===== src/rtl/barrel_shifter_pipe_pkg.sv =====
// rtl/barrel_shifter_pipe_pkg.sv - shared op encodings and rank-split helpers for barrel_shifter_pipe
// Contents:
//   shift_op_e  : 2-bit operation code (SHL, SRL, SRA, ROTL)
//   rank_first  : index of the first log stage owned by a register rank
//   rank_of     : register rank that owns a given log stage
package barrel_shifter_pipe_pkg;

  typedef enum logic [1:0] {
    OP_SHL  = 2'b00,
    OP_SRL  = 2'b01,
    OP_SRA  = 2'b10,
    OP_ROTL = 2'b11
  } shift_op_e;

  // Stages are dealt out as evenly as possible; the first (shw % ranks)
  // ranks each take one extra stage. rank_first(ranks) == shw.
  function automatic int rank_first(input int r, input int shw, input int ranks);
    int base;
    int rem;
    base = shw / ranks;
    rem  = shw % ranks;
    return r * base + ((r < rem) ? r : rem);
  endfunction

  function automatic int rank_of(input int k, input int shw, input int ranks);
    int res;
    res = 0;
    for (int r = 0; r < ranks; r++) begin
      if (k >= rank_first(r, shw, ranks)) res = r;
    end
    return res;
  endfunction

endpackage


===== src/rtl/barrel_shifter_pipe_shift_stage.sv =====
// rtl/barrel_shifter_pipe_shift_stage.sv - one combinational log stage of the barrel shifter
// Ports:
//   d    in  WIDTH  stage input
//   en   in  1      apply the DIST shift (amount bit for this stage)
//   op   in  2      shift_op_e operation
//   fill in  1      fill bit for SHL / SRL
//   q    out WIDTH  stage output
module barrel_shifter_pipe_shift_stage
  import barrel_shifter_pipe_pkg::*;
#(
  parameter int WIDTH = 32,
  parameter int DIST  = 1
) (
  input  logic [WIDTH-1:0] d,
  input  logic             en,
  input  logic [1:0]       op,
  input  logic             fill,
  output logic [WIDTH-1:0] q
);

  // Composing power-of-two stages gives the full shift: fill and sign
  // bits repeat consistently, and rotates compose modulo WIDTH.
  always_comb begin
    q = d;
    if (en) begin
      case (shift_op_e'(op))
        OP_SHL:  q = {d[WIDTH-1-DIST:0], {DIST{fill}}};
        OP_SRL:  q = {{DIST{fill}}, d[WIDTH-1:DIST]};
        OP_SRA:  q = {{DIST{d[WIDTH-1]}}, d[WIDTH-1:DIST]};
        OP_ROTL: q = {d[WIDTH-1-DIST:0], d[WIDTH-1:WIDTH-DIST]};
        default: q = d;
      endcase
    end
  end

endmodule


===== src/rtl/barrel_shifter_pipe.sv =====
// rtl/barrel_shifter_pipe.sv - pipelined barrel shifter (SHL/SRL with fill, SRA, ROTL) with valid/ready
// Ports:
//   clk, rst            clock, synchronous active-high reset
//   in_valid/in_ready   input handshake; in_ready = !out_valid || out_ready
//   in_data/in_amt      operand and shift amount (0..WIDTH-1)
//   in_op/in_fill       shift_op_e operation, fill bit for SHL/SRL
//   out_valid/out_ready output handshake
//   out_data            result; holds last value while out_valid=0
module barrel_shifter_pipe
  import barrel_shifter_pipe_pkg::*;
#(
  parameter  int WIDTH       = 32,
  parameter  int PIPE_STAGES = 2,
  localparam int SHW         = $clog2(WIDTH)
) (
  input  logic             clk,
  input  logic             rst,
  input  logic             in_valid,
  output logic             in_ready,
  input  logic [WIDTH-1:0] in_data,
  input  logic [SHW-1:0]   in_amt,
  input  logic [1:0]       in_op,
  input  logic             in_fill,
  output logic             out_valid,
  input  logic             out_ready,
  output logic [WIDTH-1:0] out_data
);

  localparam int P = PIPE_STAGES;

  logic             adv;
  logic [P-1:0]     rvalid;
  logic [P-1:0]     vin;
  logic [WIDTH-1:0] rdata    [P];
  logic [WIDTH-1:0] rank_out [P];

  // Operand/metadata presented to each rank's combinational stages.
  logic [WIDTH-1:0] rin_data [P];
  logic [SHW-1:0]   rin_amt  [P];
  logic [1:0]       rin_op   [P];
  logic             rin_fill [P];

  logic [WIDTH-1:0] sout [SHW];

  // All ranks move together; a stalled output freezes the whole pipe.
  assign adv       = !rvalid[P-1] || out_ready;
  assign in_ready  = adv;
  assign out_valid = rvalid[P-1];
  assign out_data  = rdata[P-1];

  assign rin_data[0] = in_data;
  assign rin_amt[0]  = in_amt;
  assign rin_op[0]   = in_op;
  assign rin_fill[0] = in_fill;

  generate
    if (P > 1) begin : g_vin
      assign vin = {rvalid[P-2:0], in_valid};
    end else begin : g_vin1
      assign vin = in_valid;
    end
  endgenerate

  // Log stages: each stage is fed either by its rank's input or by the
  // previous stage in the same rank.
  generate
    for (genvar k = 0; k < SHW; k++) begin : g_stage
      localparam int RK = rank_of(k, SHW, P);
      logic [WIDTH-1:0] sin;
      if (k == rank_first(RK, SHW, P)) begin : g_head
        assign sin = rin_data[RK];
      end else begin : g_chain
        assign sin = sout[(k > 0) ? k - 1 : 0];
      end
      barrel_shifter_pipe_shift_stage #(
        .WIDTH (WIDTH),
        .DIST  (1 << k)
      ) u_stage (
        .d    (sin),
        .en   (rin_amt[RK][k]),
        .op   (rin_op[RK]),
        .fill (rin_fill[RK]),
        .q    (sout[k])
      );
    end

    for (genvar r = 0; r < P; r++) begin : g_rank_out
      assign rank_out[r] = sout[rank_first(r + 1, SHW, P) - 1];
    end
  endgenerate

  // Data registers load only with valid content so out_data keeps the
  // last result across bubbles.
  always_ff @(posedge clk) begin
    if (rst) begin
      rvalid <= '0;
      for (int r = 0; r < P; r++) rdata[r] <= '0;
    end else if (adv) begin
      rvalid <= vin;
      for (int r = 0; r < P; r++) begin
        if (vin[r]) rdata[r] <= rank_out[r];
      end
    end
  end

  // Amount/op/fill ride along beside rdata[r-1] to feed rank r.
  generate
    if (P > 1) begin : g_meta
      logic [SHW-1:0] mamt  [1:P-1];
      logic [1:0]     mop   [1:P-1];
      logic           mfill [1:P-1];

      always_ff @(posedge clk) begin
        if (rst) begin
          for (int r = 1; r < P; r++) begin
            mamt[r]  <= '0;
            mop[r]   <= '0;
            mfill[r] <= 1'b0;
          end
        end else if (adv) begin
          for (int r = 1; r < P; r++) begin
            if (vin[r-1]) begin
              mamt[r]  <= rin_amt[r-1];
              mop[r]   <= rin_op[r-1];
              mfill[r] <= rin_fill[r-1];
            end
          end
        end
      end

      for (genvar r = 1; r < P; r++) begin : g_rin
        assign rin_data[r] = rdata[r-1];
        assign rin_amt[r]  = mamt[r];
        assign rin_op[r]   = mop[r];
        assign rin_fill[r] = mfill[r];
      end
    end
  endgenerate

endmodule


===== config.mk =====
export PLATFORM = sky130hd
export DESIGN_NAME = barrel_shifter_pipe
export DESIGN_NICKNAME = d
export VERILOG_FILES = /design/src/rtl/barrel_shifter_pipe_pkg.sv /design/src/rtl/barrel_shifter_pipe_shift_stage.sv /design/src/rtl/barrel_shifter_pipe.sv
export SDC_FILE = /design/constraint.sdc
export NUM_CORES = 1
export LEC_CHECK = 0
export CAP_MARGIN = 0
export CORE_MARGIN = 2
export CORE_UTILIZATION = 26
export CTS_CLUSTER_DIAMETER = 100
export DETAILED_ROUTE_END_ITERATION = 12
export SYNTH_ARGS = -nofsm -noshare
export SYNTH_HDL_FRONTEND = slang
export SYNTH_HIERARCHICAL = 1
export SYNTH_SLANG_ARGS = --single-unit

===== constraint.sdc =====
create_clock -name clk -period 2.8 [get_ports clk]
set_input_delay 0.28 -clock clk [delete_from_list [all_inputs] [get_ports clk]]
set_output_delay 0.28 -clock clk [all_outputs]
set_load 0.02 [all_outputs]

==> report_table.html, run 1 <==
<table>
<tr><th>Metric</th><th>Value</th></tr>
<tr><th colspan="2">Timing</th></tr>
<tr><td>Skew final</td><td>0.00765 ns</td></tr>
<tr><td>Worst Hold Slack</td><td>0.446 ns</td></tr>
<tr><td>Setup repair after global routing missed its margin</td><td>true</td></tr>
<tr><td>Number of endpoints with negative hold slack in the final report</td><td>0</td></tr>
<tr><td>Share of the clock period used by the worst path after layout</td><td>93.8%</td></tr>
<tr><td>Slew at the pin with the worst max-slew slack</td><td>0.605 ns</td></tr>
<tr><td>Final critical-path required period</td><td>2.63 ns</td></tr>
<tr><td>Timing-limited maximum frequency</td><td>381 MHz</td></tr>
<tr><td>Final count of negative-setup-slack endpoints</td><td>0</td></tr>
<tr><td>Relative slew slack</td><td>59.6%</td></tr>
<tr><td>Fin. max-slew vios</td><td>0</td></tr>
<tr><th colspan="2">Power</th></tr>
<tr><td>Largest voltage drop on the vdd net</td><td>0.297 mV</td></tr>
<tr><td>Total leakage power</td><td>3.25 nW</td></tr>
<tr><td>Final total power</td><td>0.00413 W</td></tr>
<tr><td>Cell Pwr Density</td><td>477 nW/µm²</td></tr>
<tr><th colspan="2">Placed design</th></tr>
<tr><td>Number of placed instances with taps included</td><td>1171</td></tr>
<tr><td>Post-place instance area</td><td>8350 µm²</td></tr>
<tr><td>Port Buf Inserts</td><td>77</td></tr>
<tr><td>Estimated wirelength of the detail-placed design</td><td>13.9 mm</td></tr>
<tr><td>Weighted congestion reported at the end of routability-driven placement</td><td>0.864</td></tr>
<tr><th colspan="2">Global route</th></tr>
<tr><td>Vias in the first global route</td><td>5560</td></tr>
<tr><td>Most used routing layer</td><td>met2</td></tr>
<tr><td>Wire length of the first global-routing pass</td><td>29.6 mm</td></tr>
<tr><td>Global routing met3 resource utilization</td><td>2.06%</td></tr>
<tr><td>Initial antenna violation count</td><td>0</td></tr>
<tr><td>Met2 Usage GRT</td><td>22.7%</td></tr>
<tr><td>Overall Global Routing Usage</td><td>12.9%</td></tr>
<tr><td>Maximum number of pins on one net before global-route repair</td><td>71</td></tr>
<tr><td>Overflow after GRT</td><td>0</td></tr>
<tr><td>Met1 Usage GRT</td><td>16.5%</td></tr>
<tr><th colspan="2">Logic synthesis</th></tr>
<tr><td>Sequential share of the synthesized area</td><td>29.8%</td></tr>
<tr><td>Most common library cells after synthesis</td><td>sky130_fd_sc_hd__nor2_1 (143), sky130_fd_sc_hd__a21oi_1 (133), sky130_fd_sc_hd__mux2i_1 (112), sky130_fd_sc_hd__edfxtp_1 (69), sky130_fd_sc_hd__nor4b_2 (64)</td></tr>
<tr><td>Share of the synthesized area in the top cell type</td><td>29.3%</td></tr>
<tr><td>Count of warnings emitted by yosys</td><td>6</td></tr>
<tr><td>Mean instance size in the synthesized netlist</td><td>9.36 µm²</td></tr>
<tr><td>Largest area contributor in the synthesized netlist</td><td>sky130_fd_sc_hd__edfxtp_1</td></tr>
<tr><td>Main synth FF type</td><td>sky130_fd_sc_hd__edfxtp_1</td></tr>
<tr><td>Synthesis-stage register bit count</td><td>71</td></tr>
<tr><td>Most area-consuming cells after synthesis</td><td>sky130_fd_sc_hd__edfxtp_1 (29%), sky130_fd_sc_hd__mux2i_1 (16%), sky130_fd_sc_hd__nor4b_2 (14%)</td></tr>
<tr><td>Synthesized Nets</td><td>800</td></tr>
<tr><td>Netlist area before placement</td><td>7080 µm²</td></tr>
<tr><td>Synthesized netlist cell count</td><td>756</td></tr>
<tr><td>Post-synth EDFFs</td><td>69</td></tr>
<tr><td>Async set or reset register ratio after synthesis</td><td>0%</td></tr>
<tr><td>Number of different library cells in the post-synthesis netlist</td><td>41</td></tr>
<tr><td>Most numerous cell in the Yosys netlist</td><td>sky130_fd_sc_hd__nor2_1</td></tr>
<tr><th colspan="2">Die</th></tr>
<tr><td>Die area</td><td>28600 µm²</td></tr>
<tr><td>Top Ports</td><td>78</td></tr>
<tr><td>Effective utilization at floorplan</td><td>26.3%</td></tr>
<tr><td>Area inside the core boundary</td><td>26900 µm²</td></tr>
<tr><td>Height of the die</td><td>169 µm</td></tr>
<tr><td>Cell Rows</td><td>60</td></tr>
<tr><td>Die boundary width</td><td>169 µm</td></tr>
<tr><th colspan="2">Routing</th></tr>
<tr><td>Number of violations reported at the end of detailed-routing iteration 0</td><td>393</td></tr>
<tr><td>Detailed Route WL</td><td>18.6 mm</td></tr>
<tr><td>Detailed-route wire length per cell</td><td>15.7 µm</td></tr>
<tr><td>Detailed-route DRC error count</td><td>0</td></tr>
<tr><td>Via Count</td><td>5872</td></tr>
<tr><td>Number of nets still failing antenna checks after routing</td><td>0</td></tr>
<tr><td>Number of vias per cell</td><td>4.95</td></tr>
<tr><td>First-pass DRT Iterations</td><td>5</td></tr>
<tr><th colspan="2">Flow run</th></tr>
<tr><td>Max-cap viol count</td><td>0</td></tr>
<tr><th colspan="2">Setup path</th></tr>
<tr><td>Element type at the critical path start</td><td>input pin</td></tr>
<tr><td>Arr. time, crit path</td><td>2.69 ns</td></tr>
<tr><td>Worst Setup End Kind</td><td>flip-flop</td></tr>
<tr><td>Required arrival time at the worst endpoint</td><td>2.87 ns</td></tr>
<tr><td>Category of the most critical setup path</td><td>input pin to flip-flop</td></tr>
<tr><td>Number of cell instances on the worst register-to-register path</td><td>7</td></tr>
<tr><td>Maximum fanout along the worst path</td><td>10</td></tr>
<tr><th colspan="2">Hold path</th></tr>
<tr><td>Worst hold path type</td><td>input pin to flip-flop</td></tr>
<tr><td>Cell count of the worst hold path</td><td>2</td></tr>
<tr><th colspan="2">Finish</th></tr>
<tr><td>Total area of multi-input combinational cells</td><td>4400 µm²</td></tr>
<tr><td>Area of all placed cells without fillers</td><td>8650 µm²</td></tr>
<tr><td>Synth-to-Final Area Change</td><td>22.2%</td></tr>
<tr><td>Fill cell instance count of the final layout</td><td>2752</td></tr>
<tr><td>Share of layout cells above drive strength 1</td><td>22.1%</td></tr>
<tr><td>Area taken by flip-flops and latches</td><td>2110 µm²</td></tr>
<tr><td>Number of non-filler instances in the completed layout</td><td>1187</td></tr>
<tr><td>Post-layout util</td><td>32.2%</td></tr>
<tr><td>Count of antenna diodes in the layout</td><td>0</td></tr>
<tr><td>Final nets</td><td>885</td></tr>
<tr><th colspan="2">CTS</th></tr>
<tr><td>Clock insertion delay at the later pin of the skew report</td><td>0.34 ns</td></tr>
<tr><td>Setup fix buffers added after clock tree synthesis</td><td>0</td></tr>
<tr><td>Clock transition at the registers of the reported paths</td><td>0.06 ns</td></tr>
<tr><td>Clock tree from TritonCTS</td><td>built</td></tr>
<tr><td>Root Driver</td><td>sky130_fd_sc_hd__clkbuf_16</td></tr>
<tr><td>Maximum level of the CTS H-tree</td><td>3</td></tr>
<tr><td>Total number of clock tree sinks</td><td>71</td></tr>
<tr><td>Maximum clock path buffer count</td><td>2</td></tr>
<tr><td>CTS buffer count</td><td>9</td></tr>
<tr><th colspan="2">Status</th></tr>
<tr><td>Result of the run</td><td>finished clean</td></tr>
</table>
state kept, by name, summed over array words and instances, names as in the netlist:
| register | flops |
|---|---|
| rdata | 64 |
| g_meta.mamt | 2 |
| g_meta.mop | 2 |
| rvalid | 2 |
| g_meta.mfill | 1 |
critical path: stages:
cell and delay (ns):
sky130_fd_sc_hd__clkdlybuf4s50_1 0.59, sky130_fd_sc_hd__buf_4 0.25, sky130_fd_sc_hd__or2b_1 0.24, sky130_fd_sc_hd__a21oi_1 0.18, sky130_fd_sc_hd__a21oi_2 0.08, sky130_fd_sc_hd__mux2_2 0.30, sky130_fd_sc_hd__nand2_1 0.06, sky130_fd_sc_hd__o221ai_1 0.19
sky130_fd_sc_hd__mux2i_1 0.20, sky130_fd_sc_hd__o221ai_1 0.14, sky130_fd_sc_hd__nor4b_2 0.18
final cells by class:
cell class,instances,area share [%]
clock inverter,7,0.723
inverter,7,0.304
sequential,71,24.4
clock buffer,9,2.60
timing repair buffer,150,16.1
multi-input combinational,602,50.9
tap,341,4.93
worst paths after layout:
path / end / slack, ns / startpoint
max reg2reg: rdata[0][39] / 0.46 / g_meta.mop[1][1]
min: rvalid[1] / 0.45 / rst
min reg2reg: rvalid[1] / 0.52 / rvalid[0]
max: rdata[0][2] / 0.17 / in_op[1]
repair_timing:
action | CTS | global route
endpoints found under the hold margin | 0 | 0
setup endpoints to repair | 0 | 10
hold buffers | 0 | 0
resized for setup | 0 | 3
routing by layer:
layer,part of all wire (%),vias up
met1,44,2791
met2,51,89
li1,-,2969
met3,3.0,23
met5,0,-
met4,1.6,0
stage by stage:
stage          TNS [ns]  setup WS, ns
2_1_floorplan         0         0.446
3_5_place_dp      -2.54        -0.180
3_3_place_gp      -2.42        -0.208
5_1_grt         -0.0781       -0.0317
6_report              0         0.172
4_1_cts               0         0.170
power by group:
group	internal, W	leakage [nW]	switching [W]
combinational	0.000759	2.36	0.000870
clock	0.000681	0.138	0.000441
sequential	0.00130	0.759	0.0000738
layout by cell type (no fill, tap or decap), types with 9 or more instances in the layout:
cell	instances
sky130_fd_sc_hd__clkdlybuf4s50_1	74
sky130_fd_sc_hd__buf_4	67
sky130_fd_sc_hd__edfxtp_1	69
sky130_fd_sc_hd__nand2b_1	9
sky130_fd_sc_hd__a21oi_1	130
sky130_fd_sc_hd__mux2i_1	112
sky130_fd_sc_hd__nand2_1	34
sky130_fd_sc_hd__nor4b_2	64
sky130_fd_sc_hd__clkbuf_16	9
sky130_fd_sc_hd__a31oi_1	17
sky130_fd_sc_hd__o21ai_0	19
sky130_fd_sc_hd__a21oi_2	20
sky130_fd_sc_hd__nor2_1	143
logic make-up after synthesis:
kind of cell / count (synthesis) / synth area share, %
xor gates and xnor gates: 5 / 1.79
and+or+nand+nor: 272 / 26.0
muxes: 114 / 16.2
buffers and inverters: 83 / 8.40
AOI/OAI and AO/OA: 211 / 17.8
DFF: 71 / 29.8
No activity file was read; power rests on OpenSTA's default activity.
==> run 2: changes to the inputs <==
- CORE_MARGIN: 2 -> 1.5
- CORE_UTILIZATION: 26 -> 45
- PLACE_DENSITY: default -> 0.66
==> run 2 against run 1 <==
Against the previous run: critical path depth fell by 4; wire length grew 0.27%; core utilization up 24 points; sequential cell count stayed put; via count increased by 3.0%; sequential share of layout area rose by 0.22 points; register-to-register slack lost 0.10 ns; non-clock buffer count fell by 6; design area is 0.91% lower; maximum frequency grew 7.6%; global-route usage is 9.8 points higher; critical path type is now flip-flop to flip-flop; highest routed layer unchanged.
==> report_table.html, run 2 (synthesis results as in run 1) <==
<table>
<tr><th>Metric</th><th>Value</th></tr>
<tr><th colspan="2">Global route</th></tr>
<tr><td>Vias in the first global route</td><td>5733</td></tr>
<tr><td>Met2 Usage GRT</td><td>37.6%</td></tr>
<tr><td>Maximum number of pins on one net before global-route repair</td><td>71</td></tr>
<tr><td>Met1 Usage GRT</td><td>31.9%</td></tr>
<tr><td>Most used routing layer</td><td>met2</td></tr>
<tr><td>Wire length of the first global-routing pass</td><td>29.9 mm</td></tr>
<tr><td>Global routing met3 resource utilization</td><td>3.28%</td></tr>
<tr><td>Overall Global Routing Usage</td><td>22.8%</td></tr>
<tr><td>Overflow after GRT</td><td>0</td></tr>
<tr><td>Initial antenna violation count</td><td>0</td></tr>
<tr><th colspan="2">Setup path</th></tr>
<tr><td>Cell type of the slowest stage on the worst timing path</td><td>sky130_fd_sc_hd__edfxtp_1</td></tr>
<tr><td>Startpoint of the worst register-to-register path</td><td>g_meta.mop[1][0]</td></tr>
<tr><td>CP Cell Sequence</td><td>buf_4 &gt; o211a_4 &gt; a21oi_2 &gt; nand2_2 &gt; o211a_4 &gt; a21oi_2 &gt; nor4b_2</td></tr>
<tr><td>Number of cell instances on the worst register-to-register path</td><td>7</td></tr>
<tr><td>Worst Setup End Kind</td><td>flip-flop</td></tr>
<tr><td>Slack of the worst reg-to-reg path</td><td>0.36 ns</td></tr>
<tr><td>Arr. time, crit path</td><td>2.59 ns</td></tr>
<tr><td>Maximum fanout along the worst path</td><td>19</td></tr>
<tr><td>Element type at the critical path start</td><td>flip-flop</td></tr>
<tr><td>Required arrival time at the worst endpoint</td><td>2.95 ns</td></tr>
<tr><td>Timing startpoint of the critical path</td><td>g_meta.mop[1][0]</td></tr>
<tr><td>Worst R2R End</td><td>rdata[0][57]</td></tr>
<tr><td>Category of the most critical setup path</td><td>flip-flop to flip-flop</td></tr>
<tr><td>Delay of the slowest critical-path stage</td><td>0.50 ns</td></tr>
<tr><td>Last element of the critical path</td><td>rdata[0][57]</td></tr>
<tr><th colspan="2">Routing</th></tr>
<tr><td>Number of violations reported at the end of detailed-routing iteration 0</td><td>525</td></tr>
<tr><td>Detailed Route WL</td><td>18.7 mm</td></tr>
<tr><td>Detailed-route DRC error count</td><td>0</td></tr>
<tr><td>Detailed-route wire length per cell</td><td>17.8 µm</td></tr>
<tr><td>Via Count</td><td>6049</td></tr>
<tr><td>Number of nets still failing antenna checks after routing</td><td>0</td></tr>
<tr><td>First-pass DRT Iterations</td><td>5</td></tr>
<tr><td>Number of vias per cell</td><td>5.76</td></tr>
<tr><th colspan="2">CTS</th></tr>
<tr><td>Maximum level of the CTS H-tree</td><td>3</td></tr>
<tr><td>Clock insertion delay at the later pin of the skew report</td><td>0.33 ns</td></tr>
<tr><td>Hold-fix buffer count after cts</td><td>0</td></tr>
<tr><td>Clock transition at the registers of the reported paths</td><td>0.06 ns</td></tr>
<tr><td>Total number of clock tree sinks</td><td>71</td></tr>
<tr><td>CTS buffer count</td><td>9</td></tr>
<tr><td>Maximum clock path buffer count</td><td>2</td></tr>
<tr><td>Root Driver</td><td>sky130_fd_sc_hd__clkbuf_16</td></tr>
<tr><td>Clock tree from TritonCTS</td><td>built</td></tr>
<tr><th colspan="2">Power</th></tr>
<tr><td>Total leakage power</td><td>3.29 nW</td></tr>
<tr><td>Cell Pwr Density</td><td>513 nW/µm²</td></tr>
<tr><td>Internal power</td><td>0.00301 W</td></tr>
<tr><td>Sequential Power Share</td><td>31.2%</td></tr>
<tr><td>Net load switching power</td><td>0.00139 W</td></tr>
<tr><td>Clock network fraction of total power</td><td>31.4%</td></tr>
<tr><td>Switching fraction of total power</td><td>31.5%</td></tr>
<tr><td>Largest voltage drop on the vdd net</td><td>0.305 mV</td></tr>
<tr><td>Comb power frac</td><td>37.4%</td></tr>
<tr><th colspan="2">Die</th></tr>
<tr><td>Area inside the core boundary</td><td>15300 µm²</td></tr>
<tr><td>Top Ports</td><td>78</td></tr>
<tr><td>Cell Rows</td><td>45</td></tr>
<tr><td>Effective utilization at floorplan</td><td>46.4%</td></tr>
<tr><td>Height of the die</td><td>128 µm</td></tr>
<tr><td>Die area</td><td>16500 µm²</td></tr>
<tr><td>Die boundary width</td><td>128 µm</td></tr>
<tr><th colspan="2">Timing</th></tr>
<tr><td>Worst Hold Slack</td><td>0.456 ns</td></tr>
<tr><td>Final critical-path required period</td><td>2.44 ns</td></tr>
<tr><td>Relative slew slack</td><td>58.8%</td></tr>
<tr><td>Slew at the pin with the worst max-slew slack</td><td>0.617 ns</td></tr>
<tr><td>Fin. max-slew vios</td><td>0</td></tr>
<tr><td>Timing-limited maximum frequency</td><td>410 MHz</td></tr>
<tr><td>Fin worst setup slack</td><td>0.359 ns</td></tr>
<tr><td>Skew final</td><td>0.00695 ns</td></tr>
<tr><td>Number of endpoints with negative hold slack in the final report</td><td>0</td></tr>
<tr><td>Setup repair after global routing missed its margin</td><td>false</td></tr>
<tr><td>Share of the clock period used by the worst path after layout</td><td>87.2%</td></tr>
<tr><td>Final count of negative-setup-slack endpoints</td><td>0</td></tr>
<tr><th colspan="2">Finish</th></tr>
<tr><td>Synth-to-Final Area Change</td><td>21.1%</td></tr>
<tr><td>Count of antenna diodes in the layout</td><td>0</td></tr>
<tr><td>Commonest non-fill, non-tap cell in the layout</td><td>sky130_fd_sc_hd__nor2_1</td></tr>
<tr><td>Final nets</td><td>879</td></tr>
<tr><td>Number of non-filler instances in the completed layout</td><td>1051</td></tr>
<tr><td>Largest Register</td><td>rdata</td></tr>
<tr><td>Area of all placed cells without fillers</td><td>8570 µm²</td></tr>
<tr><td>Flip-flop count of the largest register, all copies and words added</td><td>64</td></tr>
<tr><td>Share of layout cells above drive strength 1</td><td>22.3%</td></tr>
<tr><td>Most frequent cells in the layout</td><td>sky130_fd_sc_hd__nor2_1 (143), sky130_fd_sc_hd__a21oi_1 (129), sky130_fd_sc_hd__mux2i_1 (112)</td></tr>
<tr><th colspan="2">Placed design</th></tr>
<tr><td>Number of placed instances with taps included</td><td>1030</td></tr>
<tr><td>Weighted congestion reported at the end of routability-driven placement</td><td>0.931</td></tr>
<tr><td>Port Buf Inserts</td><td>77</td></tr>
<tr><td>Worst slack after detailed placement</td><td>-0.460 ns</td></tr>
<tr><td>Post-place instance area</td><td>8130 µm²</td></tr>
<tr><td>Estimated wirelength of the detail-placed design</td><td>13.5 mm</td></tr>
<tr><th colspan="2">Hold path</th></tr>
<tr><td>Start point of the worst hold path</td><td>rst</td></tr>
<tr><td>Worst hold path type</td><td>input pin to flip-flop</td></tr>
<tr><th colspan="2">Status</th></tr>
<tr><td>Result of the run</td><td>finished clean</td></tr>
<tr><th colspan="2">Flow run</th></tr>
<tr><td>Max-cap viol count</td><td>0</td></tr>
</table>
-- run 2: cell types whose count changed in the layout (fill, tap and decap cells not counted), sizes merged --
cell	previous run	this run
dlymetal6s2s	0	2
bufinv	1	4
inv	8	7
clkdlybuf4s50	74	72
clkinv	4	2
buf	76	70
-- run 2: power groups by stage --
stage | Combinational, W | Sequential (W) | Clock [W]
after detailed placement | 0.00160 | 0.00139 | 0
after CTS | 0.00162 | 0.00137 | 0.00139
after floorplan | 0.00106 | 0.00144 | 0
final | 0.00165 | 0.00137 | 0.00138
after global routing | 0.00177 | 0.00139 | 0.00144
after global placement | 0.00157 | 0.00139 | 0
-- run 2: cell type report --
class	instances	area, µm²
fillers	1329	6690
multi-input cells	602	4430
flip-flops and latches	71	2110
repair buffers	144	1380
well taps	211	264
clock buffers	9	225
clock inverters	7	135
inverters	7	26.3
-- run 2: how the worst min path moves through the flow --
stage,to,depth (start not counted)
2_1_floorplan,rvalid[0],2
3_3_place_gp,rvalid[1],2
3_5_place_dp,rvalid[1],2
4_1_cts,rvalid[1],2
5_1_grt,rvalid[1],2
6_report,rvalid[1],2
-- run 2: metrics by stage --
step	utilization, %	total power, W	setup TNS [ns]
CTS	55.9	0.00439	0
detailed placement	53.3	0.00299	-7.68
global route	56.2	0.00460	0
floorplan	-	0.00250	0
global placement	53.3	0.00296	-6.35
finish	56.2	0.00440	0
-- run 2: worst max-delay path, delay by kind of cell (launching register included) --
family	cells	cell delay (ns)
AO/OA/AOI/OAI	4	1.15
flip-flops	1	0.50
buffers and inverters	1	0.27
AND/OR/NAND/NOR	2	0.33
-- run 2: timing repair --
action,in CTS,in global routing
buffers inserted,5,0
endpoints found under the setup margin,6,10
pin swaps,1,1
resized for setup,0,10
-- run 2: routing by layer --
metal	part of all wire [%]	routed length [µm]
met3	5.0	934
met2	49	9110
met4	1.1	207
met5	0	0
met1	45	8420
